**src/rtl/hamming_uart_tx.sv**
```systemverilog
// hamming_uart_tx
//
// UART transmitter that Hamming-encodes a DATA_W-bit word when it is accepted
// and shifts the codeword out serially. Each frame is a start bit (0), the
// codeword from position CODE_W down to position 1, an optional overall parity
// bit, and STOP_BITS stop bits (1). A word offered in the last cycle of the
// last stop bit is accepted straight away, so back-to-back frames have no gap.
//
// Optional feature macro: HAMMING_TX_SECDED_EN
//   When defined, an even overall-parity bit (XOR of all codeword bits) is
//   sent in state PAR between codeword position 1 and the first stop bit.
//
// Parameters
//   DATA_W        payload width, 4..26
//   CLKS_PER_BIT  clk cycles per serial bit, >= 2
//   STOP_BITS     1 or 2
//
// Ports
//   clk          in   rising-edge clock
//   reset        in   asynchronous active-high reset
//   t_enable     in   source has a word to send
//   parallel_in  in   payload, sampled only in the accept cycle
//   ready        out  a word can be accepted this cycle
//   serial_out   out  registered UART line, idle high
//   busy         out  a frame is in progress
//   frame_done   out  one-cycle pulse in the last cycle of the last stop bit
//
// state | meaning
// ------+---------------------------------------------------
// IDLE  | line high, waiting for a word
// START | driving the start bit
// DATA  | driving codeword bits, position CODE_W down to 1
// PAR   | driving the overall parity bit (SECDED builds only)
// STOP  | driving stop bits; last cycle may accept the next word

module hamming_uart_tx #(
  parameter int DATA_W       = 8,
  parameter int CLKS_PER_BIT = 868,
  parameter int STOP_BITS    = 1
) (
  input  logic              clk,
  input  logic              reset,
  input  logic              t_enable,
  input  logic [DATA_W-1:0] parallel_in,
  output logic              ready,
  output logic              serial_out,
  output logic              busy,
  output logic              frame_done
);

  function automatic int calc_par_w(input int dw);
    int p;
    p = 1;
    while ((1 << p) < (dw + p + 1)) p = p + 1;
    return p;
  endfunction

  localparam int PAR_W  = calc_par_w(DATA_W);
  localparam int CODE_W = DATA_W + PAR_W;
  localparam int CYC_W  = $clog2(CLKS_PER_BIT);
  localparam int BIT_W  = $clog2(CODE_W + 4);

  localparam logic [CYC_W-1:0] CYC_LAST  = CYC_W'(CLKS_PER_BIT - 1);
  localparam logic [BIT_W-1:0] CODE_LAST = BIT_W'(CODE_W - 1);
  localparam logic [BIT_W-1:0] STOP_LAST = BIT_W'(STOP_BITS - 1);

  // Bit (pos-1) of the result holds codeword position pos. Data bits are
  // placed first; each parity bit is then the XOR of every position whose
  // index has the matching bit set. The parity position itself is still zero
  // at that point, so it does not disturb its own sum.
  function automatic logic [CODE_W-1:0] hamming_encode(input logic [DATA_W-1:0] data);
    logic [CODE_W-1:0] cw;
    logic [DATA_W-1:0] rem;
    logic              acc;
    cw  = '0;
    rem = data;
    for (int pos = 1; pos <= CODE_W; pos++) begin
      if ((pos & (pos - 1)) != 0) begin
        if (rem[0]) cw = cw | (CODE_W'(1) << (pos - 1));
        rem = rem >> 1;
      end
    end
    for (int k = 0; k < PAR_W; k++) begin
      acc = 1'b0;
      for (int pos = 1; pos <= CODE_W; pos++) begin
        if (((pos >> k) & 1) == 1) acc = acc ^ (|(cw & (CODE_W'(1) << (pos - 1))));
      end
      if (acc) cw = cw | (CODE_W'(1) << ((1 << k) - 1));
    end
    return cw;
  endfunction

`ifdef HAMMING_TX_SECDED_EN
  typedef enum logic [2:0] {IDLE, START, DATA, PAR, STOP} state_t;
`else
  typedef enum logic [2:0] {IDLE, START, DATA, STOP} state_t;
`endif

  state_t            state_q, state_d;
  logic [CYC_W-1:0]  cyc_q, cyc_d;
  logic [BIT_W-1:0]  bit_q, bit_d;
  logic [CODE_W-1:0] shift_q, shift_d;
  logic              serial_q, serial_d;
`ifdef HAMMING_TX_SECDED_EN
  logic              par_q, par_d;
`endif

  logic [CODE_W-1:0] enc_code;
  logic              period_end;
  logic              stop_end;
  logic              accept;

  assign enc_code   = hamming_encode(parallel_in);
  assign period_end = (cyc_q == CYC_LAST);
  assign stop_end   = (state_q == STOP) && period_end && (bit_q == STOP_LAST);
  assign ready      = (state_q == IDLE) || stop_end;
  assign accept     = t_enable && ready;
  assign frame_done = stop_end;
  assign busy       = (state_q != IDLE);
  assign serial_out = serial_q;

  always_comb begin
    state_d  = state_q;
    cyc_d    = cyc_q;
    bit_d    = bit_q;
    shift_d  = shift_q;
    serial_d = serial_q;
`ifdef HAMMING_TX_SECDED_EN
    par_d    = par_q;
`endif

    if (state_q != IDLE) cyc_d = period_end ? '0 : cyc_q + CYC_W'(1);

    // The shift register MSB always holds the next codeword bit to send.
    case (state_q)
      IDLE: begin
      end
      START: begin
        if (period_end) begin
          state_d  = DATA;
          bit_d    = '0;
          serial_d = shift_q[CODE_W-1];
          shift_d  = shift_q << 1;
        end
      end
      DATA: begin
        if (period_end) begin
          if (bit_q == CODE_LAST) begin
            bit_d = '0;
`ifdef HAMMING_TX_SECDED_EN
            state_d  = PAR;
            serial_d = par_q;
`else
            state_d  = STOP;
            serial_d = 1'b1;
`endif
          end else begin
            bit_d    = bit_q + BIT_W'(1);
            serial_d = shift_q[CODE_W-1];
            shift_d  = shift_q << 1;
          end
        end
      end
`ifdef HAMMING_TX_SECDED_EN
      PAR: begin
        if (period_end) begin
          state_d  = STOP;
          bit_d    = '0;
          serial_d = 1'b1;
        end
      end
`endif
      STOP: begin
        if (period_end) begin
          if (bit_q == STOP_LAST) begin
            state_d = IDLE;
            bit_d   = '0;
          end else begin
            bit_d = bit_q + BIT_W'(1);
          end
        end
      end
      default: begin
        state_d  = IDLE;
        cyc_d    = '0;
        bit_d    = '0;
        serial_d = 1'b1;
      end
    endcase

    // Accept is only possible in IDLE or the final stop cycle; it overrides
    // the return to IDLE so the next start bit follows without a gap.
    if (accept) begin
      state_d  = START;
      cyc_d    = '0;
      bit_d    = '0;
      shift_d  = enc_code;
      serial_d = 1'b0;
`ifdef HAMMING_TX_SECDED_EN
      par_d    = ^enc_code;
`endif
    end
  end

  always_ff @(posedge clk or posedge reset) begin
    if (reset) begin
      state_q  <= IDLE;
      cyc_q    <= '0;
      bit_q    <= '0;
      shift_q  <= '0;
      serial_q <= 1'b1;
`ifdef HAMMING_TX_SECDED_EN
      par_q    <= 1'b0;
`endif
    end else begin
      state_q  <= state_d;
      cyc_q    <= cyc_d;
      bit_q    <= bit_d;
      shift_q  <= shift_d;
      serial_q <= serial_d;
`ifdef HAMMING_TX_SECDED_EN
      par_q    <= par_d;
`endif
    end
  end

endmodule

```
**config.mk**
```make
export PLATFORM = sky130hd
export DESIGN_NAME = hamming_uart_tx
export DESIGN_NICKNAME = d
export VERILOG_FILES = /design/src/rtl/hamming_uart_tx.sv
export SDC_FILE = /design/constraint.sdc
export NUM_CORES = 1
export LEC_CHECK = 0
export ABC_AREA = 1
export CORE_ASPECT_RATIO = 1.25
export CORE_MARGIN = 2
export CORE_UTILIZATION = 55
export CTS_CLUSTER_SIZE = 20
export DETAILED_ROUTE_END_ITERATION = 8
export PLACE_DENSITY = 0.76
export SYNTH_ARGS = -nofsm -noshare
export SYNTH_HDL_FRONTEND = slang
export SYNTH_SLANG_ARGS = --single-unit
```
**constraint.sdc**
```tcl
create_clock -name clk -period 4.6 [get_ports clk]
set_input_delay 0.69 -clock clk [delete_from_list [all_inputs] [get_ports clk]]
set_output_delay 0.69 -clock clk [all_outputs]
set_load 0.01 [all_outputs]
```
# Word-level counts from Yosys, hierarchy flattened
# Index checks and enable logic that the tools add are counted.
[word_totals] wordCells=93 regBits=30 input_bits=11
[classes] add_sub_neg=2 n_eq_ne=14 n_reduce_logical=14 muxes=40 bitwise=18
[op_table] cell="2-to-1 mux 12 bit" count=5
[op_table] cell="2-to-1 mux 10 bit" count=5
[op_table] cell="2-to-1 mux 4 bit" count=7
[op_table] cell="case mux 12 bit (2 select lines)" count=1
[op_table] cell="2-to-1 mux 3 bit" count=7
[op_table] cell="XOR 1 bit" count=18
[op_table] cell="case mux 4 bit (4 select lines)" count=1
[op_table] cell="inequality test 3 bit, second input constant" count=5
[op_table] cell="case mux 3 bit (4 select lines)" count=1
[op_table] cell="2-to-1 mux 11 bit" count=1
[op_table] cell="adder 10 x 1 -> 10 bit, second input constant" count=1
[op_table] cell="equality test 10 bit, second input constant" count=1
[op_table] cell="2-to-1 mux 9 bit" count=1
[op_table] cell="2-to-1 mux 8 bit" count=1
[op_table] cell="AND reduction 4 bit" count=2
[op_table] cell="2-to-1 mux 7 bit" count=1
[op_table] cell="equality test 3 x 2 -> 1 bit, second input constant" count=2
[op_table] cell="2-to-1 mux 6 bit" count=1
[op_table] cell="AND reduction 6 bit" count=1
[op_table] cell="nonzero test 3 bit" count=2
[op_table] cell="2-to-1 mux 1 bit" count=5
[op_table] cell="2-to-1 mux 5 bit" count=1
[op_table] cell="adder 4 x 1 -> 4 bit, second input constant" count=1
[op_table] cell="equality test 4 bit, second input constant" count=1
[op_table] cell="other kinds (14)" count=16

# Depth between registers and ports, before layout
# Gate-level depths: netlist of the first run.
[depth] word_depth=18 depth_mapped=11 ltp_nobuf=11

# Worst setup path after synthesis of the first run
# Ideal clock, no wire load.
[synth_timing] kind="reg2out" from="reg bit_q[0]" to="out frame_done" path_buffers=0 stages_incl_launch_ff=7 arrival_ns=0.968 path_slack_ns=2.942 required_time_ns=3.910 cell_sequence="dfrtp_1 -> inv_1 -> ha_1 -> nand2_1 -> nor2_2 -> nand3_2 -> inv_1"
[synth_via] elab_chain_cells=2
[synth_lines] element="start, declared" line="101" text="logic [BIT_W-1:0] bit_q, bit_d;"
[synth_lines] element="start signal, assigned" line="218" text="bit_q <= bit_d;"
[synth_lines] element="logical NOT 4 bit" line="115" text="assign stop_end = (state_q == STOP) && period_end && (bit_q == STOP_LAST);"
[synth_lines] element="logical AND 1 bit" line="115"
[synth_lines] element="end, declared" line="48" text="output logic frame_done"
# No other way between the ends.

# Final worst setup path of the first run
[layout_timing] from="reg bit_q[0]" to="out ready"
[layout_via] elab_chain_cells=3
[layout_lines] element="logical NOT 4 bit" line="115"
[layout_lines] element="logical AND 1 bit" line="115"
[layout_lines] element="logical OR 1 bit" line="116" text="assign ready = (state_q == IDLE) || stop_end;"
[layout_lines] element="end, declared" line="45" text="output logic ready,"
# No other way between the ends.

==> results of run 1 <==
[layout by cell type (no fill, tap or decap)]
cell type        netlist  layout
o22ai_1                2       2
ha_1                   7       7
or2_0                  2       2
nor2_2                 4       4
nand2_1               42      42
clkdlybuf4s50_1        0      14
clkinvlp_4             0       1
clkbuf_8               0       5
clkinv_2               1       3
nor2_1                18      18
inv_2                  3       3
xnor2_1                9       9
nand3b_1               1       1
nand2_2                4       4
o21ai_2                1       1
xor2_1                12      12
or2_2                  1       1
inv_1                 25      25
o21ai_0                3       3
nand3_1               45      45
a21boi_0               1       1
dfstp_2                1       1
nand4_1                8       8
a21oi_1                1       1
dfrtp_1               28      28
nand2_4                3       3
o21ai_1                2       2
nand3_2                3       3
clkinv_1               1       1
[per-stage QoR]
stage	util (%)	worst slack, ns	power [mW]
global route	64.7	1.92	1.11
finish	64.7	2.03	1.02
detailed placement	62.0	2.32	0.817
CTS	64.7	2.01	1.03
floorplan	-	2.94	0.721
global placement	62.0	2.34	0.805
[kinds of logic (layout without fill, tap and decap cells)]
kind of cell / after synthesis / after routing / share of synthesized area (%)
DFF: 29 / 29 / 39.0
adders and majority gates: 7 / 7 / 4.70
xor gates and xnor gates: 21 / 21 / 9.88
AOI/OAI and AO/OA: 10 / 10 / 3.16
buffers and inverters: 35 / 52 / 8.80
and+or+nand+nor: 131 / 131 / 34.4
[path summary, 6_finish.rpt]
| check | end | slack [ns] | cells past startpoint |
|---|---|---|---|
| setup / recovery | ready | 2.03 | 7 |
| hold / removal | shift_q[10] | 0.51 | 2 |
| setup reg to reg | shift_q[3] | 2.68 | 8 |
| hold reg to reg | shift_q[10] | 0.51 | 2 |
| max in group asynchronous | cyc_q[9] | 2.95 | 2 |
| min in group asynchronous | state_q[0] | 0.99 | 2 |
[worst max-delay path, cell delays in order (launching register included)]
cell and delay (ns):
dfrtp_1 0.41, inv_1 0.09, ha_1 0.14, nand2_1 0.10, nor2_2 0.11, nand3_2 0.12
nand2_4 0.10, clkdlybuf4s50_1 0.53
[power by group]
| group | switching [mW] | internal, mW |
|---|---|---|
| registers | 0.0572 | 0.335 |
| logic | 0.258 | 0.160 |
| clock network | 0.104 | 0.104 |
[area by class of cell]
type                    instances  area, µm²
well taps                      37       46.3
clock inverters                 3       17.5
flip-flops and latches         29        727
clock buffers                   5       68.8
inverters                      30        114
fillers                       288       1140
repair buffers                 14        140
multi-input cells             169        971
[routing by layer]
| metal | GRT usage, % | vias up |
|---|---|---|
| met3 | 4.13 | 7 |
| met2 | 37.8 | 33 |
| met5 | 0 | - |
| met1 | 20.9 | 697 |
| li1 | - | 782 |
| met4 | 9.52 | 0 |
[sequential cells by signal (all words and copies together) (netlist names)]
| register | cells |
|---|---|
| cyc_q | 10 |
| bit_q | 4 |
| shift_q | 12 |
| serial_out | 1 |
| state_q | 2 |
==> run_results.csv, run 1 <==
group,metric,value,unit
run_status,status,"completed",
sta,max_slew_margin,26.2,%
clock_network,clk_path_buf_depth,2,
finish,areaGrowthSynthToFinish,12.0,%
worst_setup_path,crit_fanout,4,
sta,slew_viol_final,0,
floorplanning,fp.dieW,56.0,µm
worst_setup_path,cp-start-kind,"register",
clock_network,cts_tree,"yes",
global_route,grt_max_degree,36,
clock_network,htreeDepth,2,
clock_network,post_cts_buffers,0,
floorplanning,io-pin-count,15,
yosys,synth-async-reset-ratio,100,%
clock_network,cts_num_sinks,29,
sta,setup_violations,0,
yosys,synth_top_area_share,37.6,%
worst_setup_path,critPathRequiredTime,3.91,ns
yosys,synth_area_per_cell,7.99,µm²
yosys,yosysMostFrequentCell,"nand3_1",
placed_design,gp_congestion,0.813,
route,drt_wl_total,3570,µm
route,wl_met2,1880,µm
floorplanning,rows,23,
placed_design,dp.cells,279,
yosys,syn_area,0.00186,mm²
sta,hold_viol,0,
sta,setup-tns-final,0,ns
sta,fmax,389,MHz
pwr,power_density,488,mW/mm²
sta,clock_skew,0.00316,ns
floorplanning,initial_core_util,57.8,%
placed_design,portBuffers,14,
clock_network,cts_made_buffers,5,
finish,fin_nets,267,
worst_setup_path,crit_start,"bit_q[0]",
yosys,netlist_instances,233,
global_route,grt_first_pass_wirelength,6170,µm
clock_network,postCtsHoldBufs,0,
yosys,ys.flop_type,"dfrtp_1",
placed_design,placed_cell_area,0.00200,mm²
route,wl_met3,111,µm
yosys,synth_edf_count,0,
worst_setup_path,crit_path_end_kind,"output port",
route,dr_total_vias,1519,
yosys,yosysWarningCount,0,
global_route,overflow,0,
yosys,yosys_register_bits,29,
clock_network,clk_pin_slew_worst_paths,0.07,ns
finish,layout-drive-gt1-share,11.6,%
worst_setup_path,critical_path_class,"reg -> out",
run,max-cap-violations,0,
route,route.detailed.drc,0,
min_path,hold_path.class,"reg -> reg",
sta,min_period,2.57,ns
pwr,vdd_drop_max,328,µV
sta,finalCritPeriodShare,55.9,%
yosys,synth.distinct_cells,28,
global_route,antenna_found_initial,0,
route,dr.pass1.iters,4,
pwr,p_leak,1.03,nW
global_route,grt_pass1_vias,1452,
sta,rsz0062_at_grt,"false",
route,drt_iter0_drc,47,
placed_design,dp_hpwl,2720,µm
yosys,synth-seq-area-share,39.0,%
finish,final_cell_count_no_fill,287,
worst_setup_path,cp.arrival,1.88,ns
clock_network,cts_root_buf,"clkbuf_8",
worst_setup_path,rr_startpoint,"state_q[0]",
global_route,grtUsageTotal,20.2,%
floorplanning,core_area,0.00322,mm²
route,ant_nets,0,
route,viasPerCell,5.29,
finish,final_area,0.00208,mm²
yosys,syn_nets,251,
floorplanning,dieArea,0.00387,mm²
route,highest_layer,"met4",
finish,diodes,0,
floorplanning,die_h,69.1,µm
yosys,synthTopCellsByCount,"45 x nand3_1, 42 x nand2_1, 28 x dfrtp_1, 25 x inv_1, 18 x nor2_1",
yosys,yosysTopAreaCell,"dfrtp_1",
sta,whs,0.512,ns
route,drt-met1-wl,1510,µm
clock_network,insertion_delay,0.28,ns
clock_network,cts.repair.resized,0,
yosys,synth.area.top_cells,"dfrtp_1 38%, nand3_1 12%, nand2_1 8.5%, xor2_1 5.6%, inv_1 5.0%",
route,detail_route.wl_per_cell,12.4,µm
sta,worstMarginPinSlew,1.11,ns
min_path,min_from,"shift_q[9]",
No activity file was read; power rests on OpenSTA's default activity.
==> run 2: changes to the inputs <==
==> constraint.sdc (replaced) <==
create_clock -name clk -period 2.4 [get_ports clk]
set_input_delay 0.36 -clock clk [delete_from_list [all_inputs] [get_ports clk]]
set_output_delay 0.36 -clock clk [all_outputs]
set_load 0.01 [all_outputs]
==> run 2 against run 1 <==
Wire length grew 1.7%. First-iteration DRC count shrank 40%. Core utilization grew 0.31 points. Hold slack lost 0.075 ns. Combinational power grew 92%. Register-to-register slack lost 2.3 ns. Critical path type unchanged. Largest power group unchanged.
==> run_results.csv, run 2 (synthesized netlist as in run 1, its figures left out) <==
group,metric,value,unit
sta,clock_skew,0.00307,ns
finish,multi_input_area,971,µm²
finish,regMostFlops,"shift_q",
worst_setup_path,cp.arrival,1.93,ns
finish,final_util,65.0,%
pwr,power_density,934,mW/mm²
worst_setup_path,critPathRequiredTime,2.04,ns
sta,hold_viol,0,
global_route,grt_pass1_vias,1495,
route,drt_iter0_drc,28,
run,max-cap-violations,0,
worst_setup_path,crit_fanout,4,
floorplanning,die_h,69.1,µm
placed_design,gp_congestion,0.810,
sta,slew_viol_final,0,
sta,setup-tns-final,0,ns
worst_setup_path,rr_startpoint,"state_q[0]",
global_route,grt_max_degree,36,
finish,top_regs,"shift_q x12, cyc_q x10, bit_q x4",
placed_design,dp_hpwl,2760,µm
global_route,grt_first_pass_wirelength,6590,µm
placed_design,dp.cells,280,
finish,fin_nets,268,
worst_setup_path,rr_endpoint,"shift_q[6]",
worst_setup_path,r2r_cells,8,
worst_setup_path,critical_path_class,"reg -> out",
sta,worstMarginPinSlew,0.379,ns
global_route,grtUsageTotal,21.4,%
finish,largest_register_ffs,12,
worst_setup_path,rrSetupSlack,0.43,ns
pwr,totalPowerFinal,1.96,mW
worst_setup_path,crit_path_end_kind,"output port",
finish,final_cell_count_no_fill,288,
route,detail_route.wl_per_cell,12.6,µm
clock_network,cts_tree,"yes",
route,drt_wl_total,3630,µm
route,wl_met2,1840,µm
floorplanning,fp.dieW,56.0,µm
sta,setup_violations,0,
route,route.detailed.drc,0,
worst_setup_path,cp-start-kind,"register",
placed_design,placed_cell_area,0.00201,mm²
floorplanning,core_area,0.00322,mm²
clock_network,cts_num_sinks,29,
sta,min_period,2.29,ns
route,dr_total_vias,1542,
clock_network,cts_root_buf,"clkbuf_8",
floorplanning,dieArea,0.00387,mm²
global_route,overflow,0,
finish,diodes,0,
sta,whs,0.437,ns
sta,finalCritPeriodShare,95.5,%
route,dr.pass1.iters,4,
route,highest_layer,"met4",
sta,finalWorstSetupSlack,0.108,ns
clock_network,insertion_delay,0.29,ns
placed_design,portBuffers,14,
run_status,status,"completed",
min_path,hold_path.class,"in -> async",
floorplanning,io-pin-count,15,
finish,mostFrequentLayoutCells,"45 x nand3_1, 42 x nand2_1, 28 x dfrtp_1, 25 x inv_1, 18 x nor2_1",
floorplanning,rows,23,
finish,final_common_cell,"nand3_1",
sta,fmax,436,MHz
placed_design,place_ws,0.410,ns
clock_network,clk_pin_slew_worst_paths,0.06,ns
finish,layout-drive-gt1-share,12.0,%
finish,final_area,0.00209,mm²
route,wl_met3,119,µm
worst_setup_path,endpoint,"frame_done",
clock_network,post_cts_buffers,0,
clock_network,htreeDepth,2,
route,drt-met1-wl,1580,µm
finish,areaGrowthSynthToFinish,12.5,%
route,ant_nets,0,
worst_setup_path,crit_start,"bit_q[0]",
route,viasPerCell,5.35,
sta,rsz0062_at_grt,"false",
finish,seq_area,727,µm²
clock_network,clk_path_buf_depth,2,
floorplanning,initial_core_util,57.8,%
sta,max_slew_margin,74.7,%
pwr,vdd_drop_max,733,µV
finish,fillCellCount,303,
pwr,p_leak,1.04,nW
clock_network,cts_made_buffers,5,
global_route,antenna_found_initial,0,
[run 2: cell count changes in the layout (fill, tap and decap cells not counted), sizes merged]
cell,before,now
buf,0,1
clkdlybuf4s50,14,13
dlymetal6s2s,0,1
[run 2: power by group]
| group | switching (mW) | internal, mW | total (mW) |
|---|---|---|---|
| clock network | 0.197 | 0.199 | 0.397 |
| logic | 0.498 | 0.304 | 0.802 |
| registers | 0.115 | 0.643 | 0.758 |
[run 2: final cells by class]
| cell class | instances | share of cell area [%] |
|---|---|---|
| multi-input cells | 169 | 46.4 |
| flip-flops and latches | 29 | 34.7 |
| repair buffers | 15 | 7.17 |
| inverters | 30 | 5.44 |
| clock buffers | 5 | 3.29 |
| well taps | 37 | 2.21 |
| clock inverters | 3 | 0.836 |
[run 2: repair_timing]
| action | 4_1_cts | 5_1_grt |
|---|---|---|
| hold buffers | 0 | 0 |
| endpoints found under the setup margin | 0 | 1 |
| resized for setup | 0 | 1 |
[run 2: per-layer routing]
| metal | up-vias | global-route usage [%] |
|---|---|---|
| li1 | 786 | - |
| met1 | 717 | 24.4 |
| met2 | 32 | 36.9 |
| met3 | 7 | 5.44 |
| met4 | 0 | 10.1 |
| met5 | - | 0 |
[run 2: worst min path at each step]
stage,start,to,slack [ns]
CTS,reset,bit_q[1],0.44
global route,reset,cyc_q[2],0.51
floorplan,reset,bit_q[0],0.44
global placement,shift_q[4],shift_q[4],0.50
detailed placement,shift_q[0],shift_q[0],0.50
finish,reset,shift_q[3],0.44
[run 2: worst max-delay path, stage by stage, from the launching register on]
cell and delay (ns):
dfrtp_1 0.41, inv_1 0.10, ha_1 0.15, nand2_1 0.12
nor2_2 0.12, nand3_2 0.13, inv_1 0.09, clkdlybuf4s50_1 0.52
